--- config.mk ---
export PLATFORM = sky130hd
export DESIGN_NAME = aes_regfile_flat
export DESIGN_NICKNAME = d
export VERILOG_FILES = /design/src/rtl/aes_regfile_if.sv /design/src/rtl/aes_regfile.sv /design/src/flat_wrapper.sv
export SDC_FILE = /design/constraint.sdc
export NUM_CORES = 1
export LEC_CHECK = 0
export CELL_PAD_IN_SITES_DETAIL_PLACEMENT = 0
export CELL_PAD_IN_SITES_GLOBAL_PLACEMENT = 1
export CORE_ASPECT_RATIO = 1.25
export CORE_MARGIN = 1
export CORE_UTILIZATION = 40
export CTS_CLUSTER_DIAMETER = 80
export DETAILED_ROUTE_END_ITERATION = 6
export PLACE_DENSITY = 0.84
export SYNTH_ARGS = -nofsm -noshare
export SYNTH_HDL_FRONTEND = slang
export SYNTH_SLANG_ARGS = --single-unit
export TNS_END_PERCENT = 30
--- constraint.sdc ---
create_clock -name clk -period 4.55 [get_ports clk]
set_input_delay 1.1375 -clock clk [delete_from_list [all_inputs] [get_ports clk]]
set_output_delay 1.1375 -clock clk [all_outputs]
set_load 0.1 [all_outputs]
--- src/rtl/aes_regfile_if.sv ---
// Internal write/read strobe bus between the AXI-Lite slave and aes_regfile.
// The slave side issues one-cycle write pulses and samples combinational read data.
interface aes_regfile_if #(
    parameter int ADDR_WIDTH = 32
);
    logic                  wr_en;
    logic [ADDR_WIDTH-1:0] wr_addr;
    logic [31:0]           wr_data;
    logic [3:0]            wr_strb;
    logic                  rd_en;
    logic [ADDR_WIDTH-1:0] rd_addr;
    logic [31:0]           rd_data;

    modport master (
        output wr_en, wr_addr, wr_data, wr_strb, rd_en, rd_addr,
        input  rd_data
    );

    modport slave (
        input  wr_en, wr_addr, wr_data, wr_strb, rd_en, rd_addr,
        output rd_data
    );
endinterface

--- src/rtl/aes_regfile.sv ---
// AES accelerator control/status register bank.
// Holds KEY/DIN, sequences one block operation on the core, captures DOUT,
// and reports BUSY/DONE/ERR plus a saturating cycle count.
// Optional interrupt output enabled by defining AES_RF_IRQ_EN.
module aes_regfile #(
    parameter int ADDR_WIDTH = 32,
    parameter int DATA_WIDTH = 32
) (
    input  logic          clk,
    input  logic          rst,
    aes_regfile_if.slave  bus,
    output logic          core_start_o,
    output logic          core_mode_o,
    output logic [127:0]  core_key_o,
    output logic [127:0]  core_din_o,
    input  logic          core_done_i,
    input  logic [127:0]  core_dout_i
`ifdef AES_RF_IRQ_EN
    ,
    output logic          irq_o
`endif
);

    typedef enum logic {IDLE, RUN} state_t;

    state_t                state_q, state_d;
    logic                  mode_q, mode_d;
    logic                  irq_en_q, irq_en_d;
    logic                  done_q, done_d;
    logic                  err_q, err_d;
    logic                  core_start_q, core_start_d;
    logic [DATA_WIDTH-1:0] cycles_q, cycles_d;
    logic [DATA_WIDTH-1:0] key_q  [4];
    logic [DATA_WIDTH-1:0] key_d  [4];
    logic [DATA_WIDTH-1:0] din_q  [4];
    logic [DATA_WIDTH-1:0] din_d  [4];
    logic [DATA_WIDTH-1:0] dout_q [4];
    logic [DATA_WIDTH-1:0] dout_d [4];
`ifdef AES_RF_IRQ_EN
    logic                  irq_q, irq_d;
`endif

    logic [5:0] wa, ra;
    logic       wr_ctrl, wr_start, wr_key, wr_din, wr_status;
    logic       done_set, done_clr, err_set, err_clr;

    // Upper address bits, byte-offset bits and rd_en carry no meaning here.
    logic unused_bits;
    assign unused_bits = &{1'b0, bus.rd_en,
                           bus.wr_addr[ADDR_WIDTH-1:8], bus.wr_addr[1:0],
                           bus.rd_addr[ADDR_WIDTH-1:8], bus.rd_addr[1:0]};

    assign wa = bus.wr_addr[7:2];
    assign ra = bus.rd_addr[7:2];

    assign wr_ctrl   = bus.wr_en && (wa == 6'd0) && bus.wr_strb[0];
    assign wr_start  = wr_ctrl && bus.wr_data[0];
    assign wr_status = bus.wr_en && (wa == 6'd1) && bus.wr_strb[0];
    assign wr_key    = bus.wr_en && (wa[5:2] == 4'd1);
    assign wr_din    = bus.wr_en && (wa[5:2] == 4'd2);

    function automatic logic [31:0] merge_bytes(input logic [31:0] old_w,
                                                input logic [31:0] new_w,
                                                input logic [3:0]  strb);
        logic [31:0] res;
        for (int unsigned b = 0; b < 4; b++) begin
            res[8*b +: 8] = strb[b] ? new_w[8*b +: 8] : old_w[8*b +: 8];
        end
        return res;
    endfunction

    // Next-state for the FSM and every register; writes are gated by state.
    always_comb begin
        state_d      = state_q;
        mode_d       = mode_q;
        irq_en_d     = irq_en_q;
        cycles_d     = cycles_q;
        key_d        = key_q;
        din_d        = din_q;
        dout_d       = dout_q;
        core_start_d = 1'b0;
        done_set     = 1'b0;
        done_clr     = 1'b0;
        err_set      = 1'b0;
        err_clr      = 1'b0;

        if (wr_ctrl) begin
            irq_en_d = bus.wr_data[2];
        end

        case (state_q)
            IDLE: begin
                if (wr_ctrl) begin
                    mode_d = bus.wr_data[1];
                end
                if (wr_key) begin
                    key_d[wa[1:0]] = merge_bytes(key_q[wa[1:0]], bus.wr_data, bus.wr_strb);
                end
                if (wr_din) begin
                    din_d[wa[1:0]] = merge_bytes(din_q[wa[1:0]], bus.wr_data, bus.wr_strb);
                end
                if (wr_start) begin
                    state_d      = RUN;
                    core_start_d = 1'b1;
                    cycles_d     = '0;
                end
            end
            RUN: begin
                if (cycles_q != '1) begin
                    cycles_d = cycles_q + 1'b1;
                end
                // A CTRL write counts as a MODE write only if it starts or changes
                // MODE, so toggling IRQ_EN alone during RUN is not an error.
                if (wr_key || wr_din ||
                    (wr_ctrl && (bus.wr_data[0] || (bus.wr_data[1] != mode_q)))) begin
                    err_set = 1'b1;
                end
                if (core_done_i) begin
                    for (int unsigned i = 0; i < 4; i++) begin
                        dout_d[i] = core_dout_i[32*i +: 32];
                    end
                    done_set = 1'b1;
                    state_d  = IDLE;
                end
            end
            default: state_d = IDLE;
        endcase

        if (wr_status) begin
            done_clr = bus.wr_data[1];
            err_clr  = bus.wr_data[2];
        end
    end

    // Set has priority over W1C for the sticky status bits.
    assign done_d = (done_q & ~done_clr) | done_set;
    assign err_d  = (err_q  & ~err_clr)  | err_set;
`ifdef AES_RF_IRQ_EN
    assign irq_d  = done_d & irq_en_d;
`endif

    // State and register update with synchronous reset.
    always_ff @(posedge clk) begin
        if (rst) begin
            state_q      <= IDLE;
            mode_q       <= 1'b0;
            irq_en_q     <= 1'b0;
            done_q       <= 1'b0;
            err_q        <= 1'b0;
            core_start_q <= 1'b0;
            cycles_q     <= '0;
            for (int unsigned i = 0; i < 4; i++) begin
                key_q[i]  <= '0;
                din_q[i]  <= '0;
                dout_q[i] <= '0;
            end
`ifdef AES_RF_IRQ_EN
            irq_q        <= 1'b0;
`endif
        end else begin
            state_q      <= state_d;
            mode_q       <= mode_d;
            irq_en_q     <= irq_en_d;
            done_q       <= done_d;
            err_q        <= err_d;
            core_start_q <= core_start_d;
            cycles_q     <= cycles_d;
            key_q        <= key_d;
            din_q        <= din_d;
            dout_q       <= dout_d;
`ifdef AES_RF_IRQ_EN
            irq_q        <= irq_d;
`endif
        end
    end

    // Zero-latency read mux; unmapped offsets return 0.
    always_comb begin
        bus.rd_data = '0;
        case (ra)
            6'd0: bus.rd_data = {29'b0, irq_en_q, mode_q, 1'b0};
            6'd1: bus.rd_data = {29'b0, err_q, done_q, state_q == RUN};
            6'd2: bus.rd_data = cycles_q;
            default: begin
                case (ra[5:2])
                    4'd1:    bus.rd_data = key_q[ra[1:0]];
                    4'd2:    bus.rd_data = din_q[ra[1:0]];
                    4'd3:    bus.rd_data = dout_q[ra[1:0]];
                    default: bus.rd_data = '0;
                endcase
            end
        endcase
    end

    assign core_start_o = core_start_q;
    assign core_mode_o  = mode_q;
    assign core_key_o   = {key_q[3], key_q[2], key_q[1], key_q[0]};
    assign core_din_o   = {din_q[3], din_q[2], din_q[1], din_q[0]};
`ifdef AES_RF_IRQ_EN
    assign irq_o        = irq_q;
`endif

endmodule
--- src/flat_wrapper.sv ---
// flat-port wrapper written by rule: the top's interface ports become plain ports
module aes_regfile_flat 
#(
    parameter int ADDR_WIDTH = 32,
    parameter int DATA_WIDTH = 32
)
  (clk, rst, core_start_o, core_mode_o, core_key_o, core_din_o, core_done_i, core_dout_i, bus_wr_en, bus_wr_addr, bus_wr_data, bus_wr_strb, bus_rd_en, bus_rd_addr, bus_rd_data);
  aes_regfile_if #(.ADDR_WIDTH(ADDR_WIDTH)) bus_i ();
  input  logic clk;
  input  logic rst;
  output logic core_start_o;
  output logic core_mode_o;
  output logic [127:0] core_key_o;
  output logic [127:0] core_din_o;
  input  logic core_done_i;
  input  logic [127:0] core_dout_i;
  input wire logic [$bits(bus_i.wr_en)-1:0] bus_wr_en;
  input wire logic [$bits(bus_i.wr_addr)-1:0] bus_wr_addr;
  input wire logic [$bits(bus_i.wr_data)-1:0] bus_wr_data;
  input wire logic [$bits(bus_i.wr_strb)-1:0] bus_wr_strb;
  input wire logic [$bits(bus_i.rd_en)-1:0] bus_rd_en;
  input wire logic [$bits(bus_i.rd_addr)-1:0] bus_rd_addr;
  output wire logic [$bits(bus_i.rd_data)-1:0] bus_rd_data;
  assign bus_i.wr_en = bus_wr_en;
  assign bus_i.wr_addr = bus_wr_addr;
  assign bus_i.wr_data = bus_wr_data;
  assign bus_i.wr_strb = bus_wr_strb;
  assign bus_i.rd_en = bus_rd_en;
  assign bus_i.rd_addr = bus_rd_addr;
  assign bus_rd_data = bus_i.rd_data;
  aes_regfile #(.ADDR_WIDTH(ADDR_WIDTH), .DATA_WIDTH(DATA_WIDTH)) u_core (.clk(clk), .rst(rst), .bus(bus_i), .core_start_o(core_start_o), .core_mode_o(core_mode_o), .core_key_o(core_key_o), .core_din_o(core_din_o), .core_done_i(core_done_i), .core_dout_i(core_dout_i));
endmodule
==> impl_metrics.ini <==
[floorplanning]
start_util_pct = 40.7
ioPinCount = 523
core-area_sq_mm = 0.0495
die_h_um = 253
die_x_um = 203
dieArea_sq_mm = 0.0513
fp-row-count = 91

[synthesis]
ys_warn_count = 0
ys.flop_type = dfxtp_1
syn_nets = 2304
ys_ff_latch = 422
yosysTopAreaCell = dfxtp_1
synth.cell_area_sq_mm = 0.0202
ys_seq_area_share_pct = 41.9
synthTopCellsByArea = dfxtp_1 42%, mux4_2 18%, a211oi_1 9.5%, nand2_1 5.7%, nor2_1 5.1%
synth_cell_types = 57
yosysTopAreaCellShare_pct = 41.9
synth.avg_cell_area_sq_um = 9.74
syn_inst = 2070
synth_edf_count = 0
async_flop_share_pct = 0

[detailed_routing]
wire_per_inst_um = 25.7
final_antenna_net_count = 0
drt_first_pass_iters = 7
drcViolationCount = 2
viasPerCell = 5.88
drt-total-wl_mm = 80.2
vias = 18300
drt_iter0_drc = 1201

[setup_path]
path_class = in2out
cp.arrival_ns = 3.35
crit_path_max_fanout = 30
critical-path-max-stage-delay_ns = 0.47
crit_top_cell = buf_12
crit_path_top_delay_cell = clkdlybuf4s50_1
reg2reg_slack_ns = 1.82
path_buf_inv = 3
crit_family = simple AND/OR/NAND/NOR gates
cp.required_ns = 3.41
path_cells = clkdlybuf4s50_1 > or3_1 > nor4b_2 > buf_12 > a22oi_1 > nand2_1 > buf_12
end_kind = output port
startpoint_type = primary input

[timing]
setup_viol = 0
rsz0062_at_grt = no
timing.slew.headroom_pct = 21.0
finalCritPeriodShare_pct = 98.6
setup_ws_ns = 0.0622
worst_clock_skew_ns = 0.0268
worst_slew_pin_slew_ns = 1.18
min_period_ns = 4.49
slew_viol_final = 0
clock.fmax_mhz = 223
hold_viol_final = 0

[pwr]
switching_power_w = 0.00208
p_int_w = 0.00671
pwr-share-comb_pct = 8.8
power_frac_clock_pct = 48.8
power_density_mw_per_mm2 = 319
sw_frac_of_total_pct = 23.7
p_leak_nw = 9.03
finalPower_w = 0.00880
p_seq_share_pct = 42.4
vdd_drop_max_mv = 0.348

[final_layout]
drive_gt1_share_pct = 14.3
layout_commonest_cell = clkdlybuf4s50_1
filler_cell_count = 4352
utilization_pct = 55.6
syn_to_final_growth_pct = 36.7
finalNonFillerCells = 3122
final_area_sq_mm = 0.0276
fin_nets = 2672
layout_common_cells = 432 x clkdlybuf4s50_1, 422 x dfxtp_1, 306 x nand2_1

[placed_design]
gp_congestion = 0.936
port_buffers = 469
dpl_cell_area_sq_mm = 0.0258
dp_hpwl_mm = 58.1
dp_cells = 3042
place_ws_ns = 0.130

[global_route]
gr-total-overflow = 0
grt_max_degree = 199
grtUsageTotal_pct = 30.7
first_global_vias = 18100
antenna_found_initial = 4
grt_pass1_wl_mm = 118

[hold_path]
hp-class = reg2reg

[clock_network]
insertion_delay_ns = 0.59
numCtsBuffers = 45
cts-root-buf = clkbuf_16
cts_tree = built
cts_max_path_buffers = 3
cts.sink_count = 422
path_clk_slew_ns = 0.06
ctsResizeCount = 0
h-tree-depth = 2
cts.hold.buffers_added = 0
post_cts_buffers = 0

[run_status]
status = finished with violations
violations = design-rule violations

[run]
drv_cap = 0
## state kept, by name, summed over array words and instances, names as in the netlist
signal and cells:
u_core.core_din_o 128, u_core.cycles_q 32, u_core.core_mode_o 1, u_core.err_q 1, u_core.irq_en_q 1, u_core.state_q 1, u_core.core_start_o 1, u_core.done_q 1
u_core.core_key_o 128, u_core.dout_q 128
## through the flow
stage / hold slack (ns) / setup TNS [ns]
6_report: 0.452 / 0
5_1_grt: 0.471 / 0
2_1_floorplan: 0.433 / -0.0767
4_1_cts: 0.451 / 0
3_5_place_dp: 0.443 / 0
3_3_place_gp: 0.439 / 0
## final cells by class
cell class                      instances  area (sq um)  area share [%]
Multi-Input combinational cell       1446         10900            39.7
Sequential cell                       422          8450            30.7
Timing Repair Buffer                  520          5630            20.4
Clock buffer                           58          1270            4.60
Tap cell                              651           815            2.96
Clock inverter                         20           437            1.58
Inverter                                3          11.3          0.0409
Antenna cell                            2          5.00          0.0182
## cells by family after synthesis
logic type	after synthesis	synth area share [%]
AOI/OAI and AO/OA	526	17.8
adders and majority gates	1	0.0621
muxes	234	21.6
buffers and inverters	202	4.23
DFF	422	41.9
and+or+nand+nor	681	14.2
xor gates and xnor gates	4	0.174
## power groups by stage
stage	Sequential, W	Clock, W	Combinational, W
6_report	0.00373	0.00429	0.000772
5_1_grt	0.00373	0.00448	0.000800
4_1_cts	0.00373	0.00435	0.000769
3_5_place_dp	0.00381	0	0.000766
3_3_place_gp	0.00381	0	0.000764
2_1_floorplan	0.00393	0	0.000301
## cell usage after synthesis, drive strengths merged (6+ instances only)
library cell and count:
a211oi 256, a21oi 140, a22oi 67, a31oi 13, and2 6, and3 9
and4 7, buf 74, clkbuf 125, dfxtp 422, mux2i 72, mux4 160
nand2 307, nand3 17, nand4 19, nor2 281, nor3 8, nor4 6
o21ai 19, o31ai 15
## routing by layer
| metal | vias to the layer above | global-route usage [%] | share of wire [%] |
|---|---|---|---|
| met1 | 8934 | 36.9 | 38 |
| met2 | 829 | 49.3 | 47 |
| met5 | - | 0 | 0.037 |
| met3 | 166 | 8.30 | 8.7 |
| met4 | 4 | 17.7 | 6.1 |
| li1 | 8411 | - | - |
## worst register-to-register path: cells and delay by family, from the launching register on
family             cells  cell delay, ns
and+or+nand+nor        1            0.58
AOI/OAI and AO/OA      3            1.42
DFF                    1            0.66
## worst paths after layout
kind / from / to / cells past startpoint
setup / recovery: bus_rd_addr[5] / bus_rd_data[16] / 7
hold / removal: u_core.dout_q[34] / u_core.dout_q[34] / 2
setup reg to reg: u_core.state_q / u_core.cycles_q[30] / 4
hold reg to reg: u_core.dout_q[34] / u_core.dout_q[34] / 2
Power figures use the tool's default switching activity.
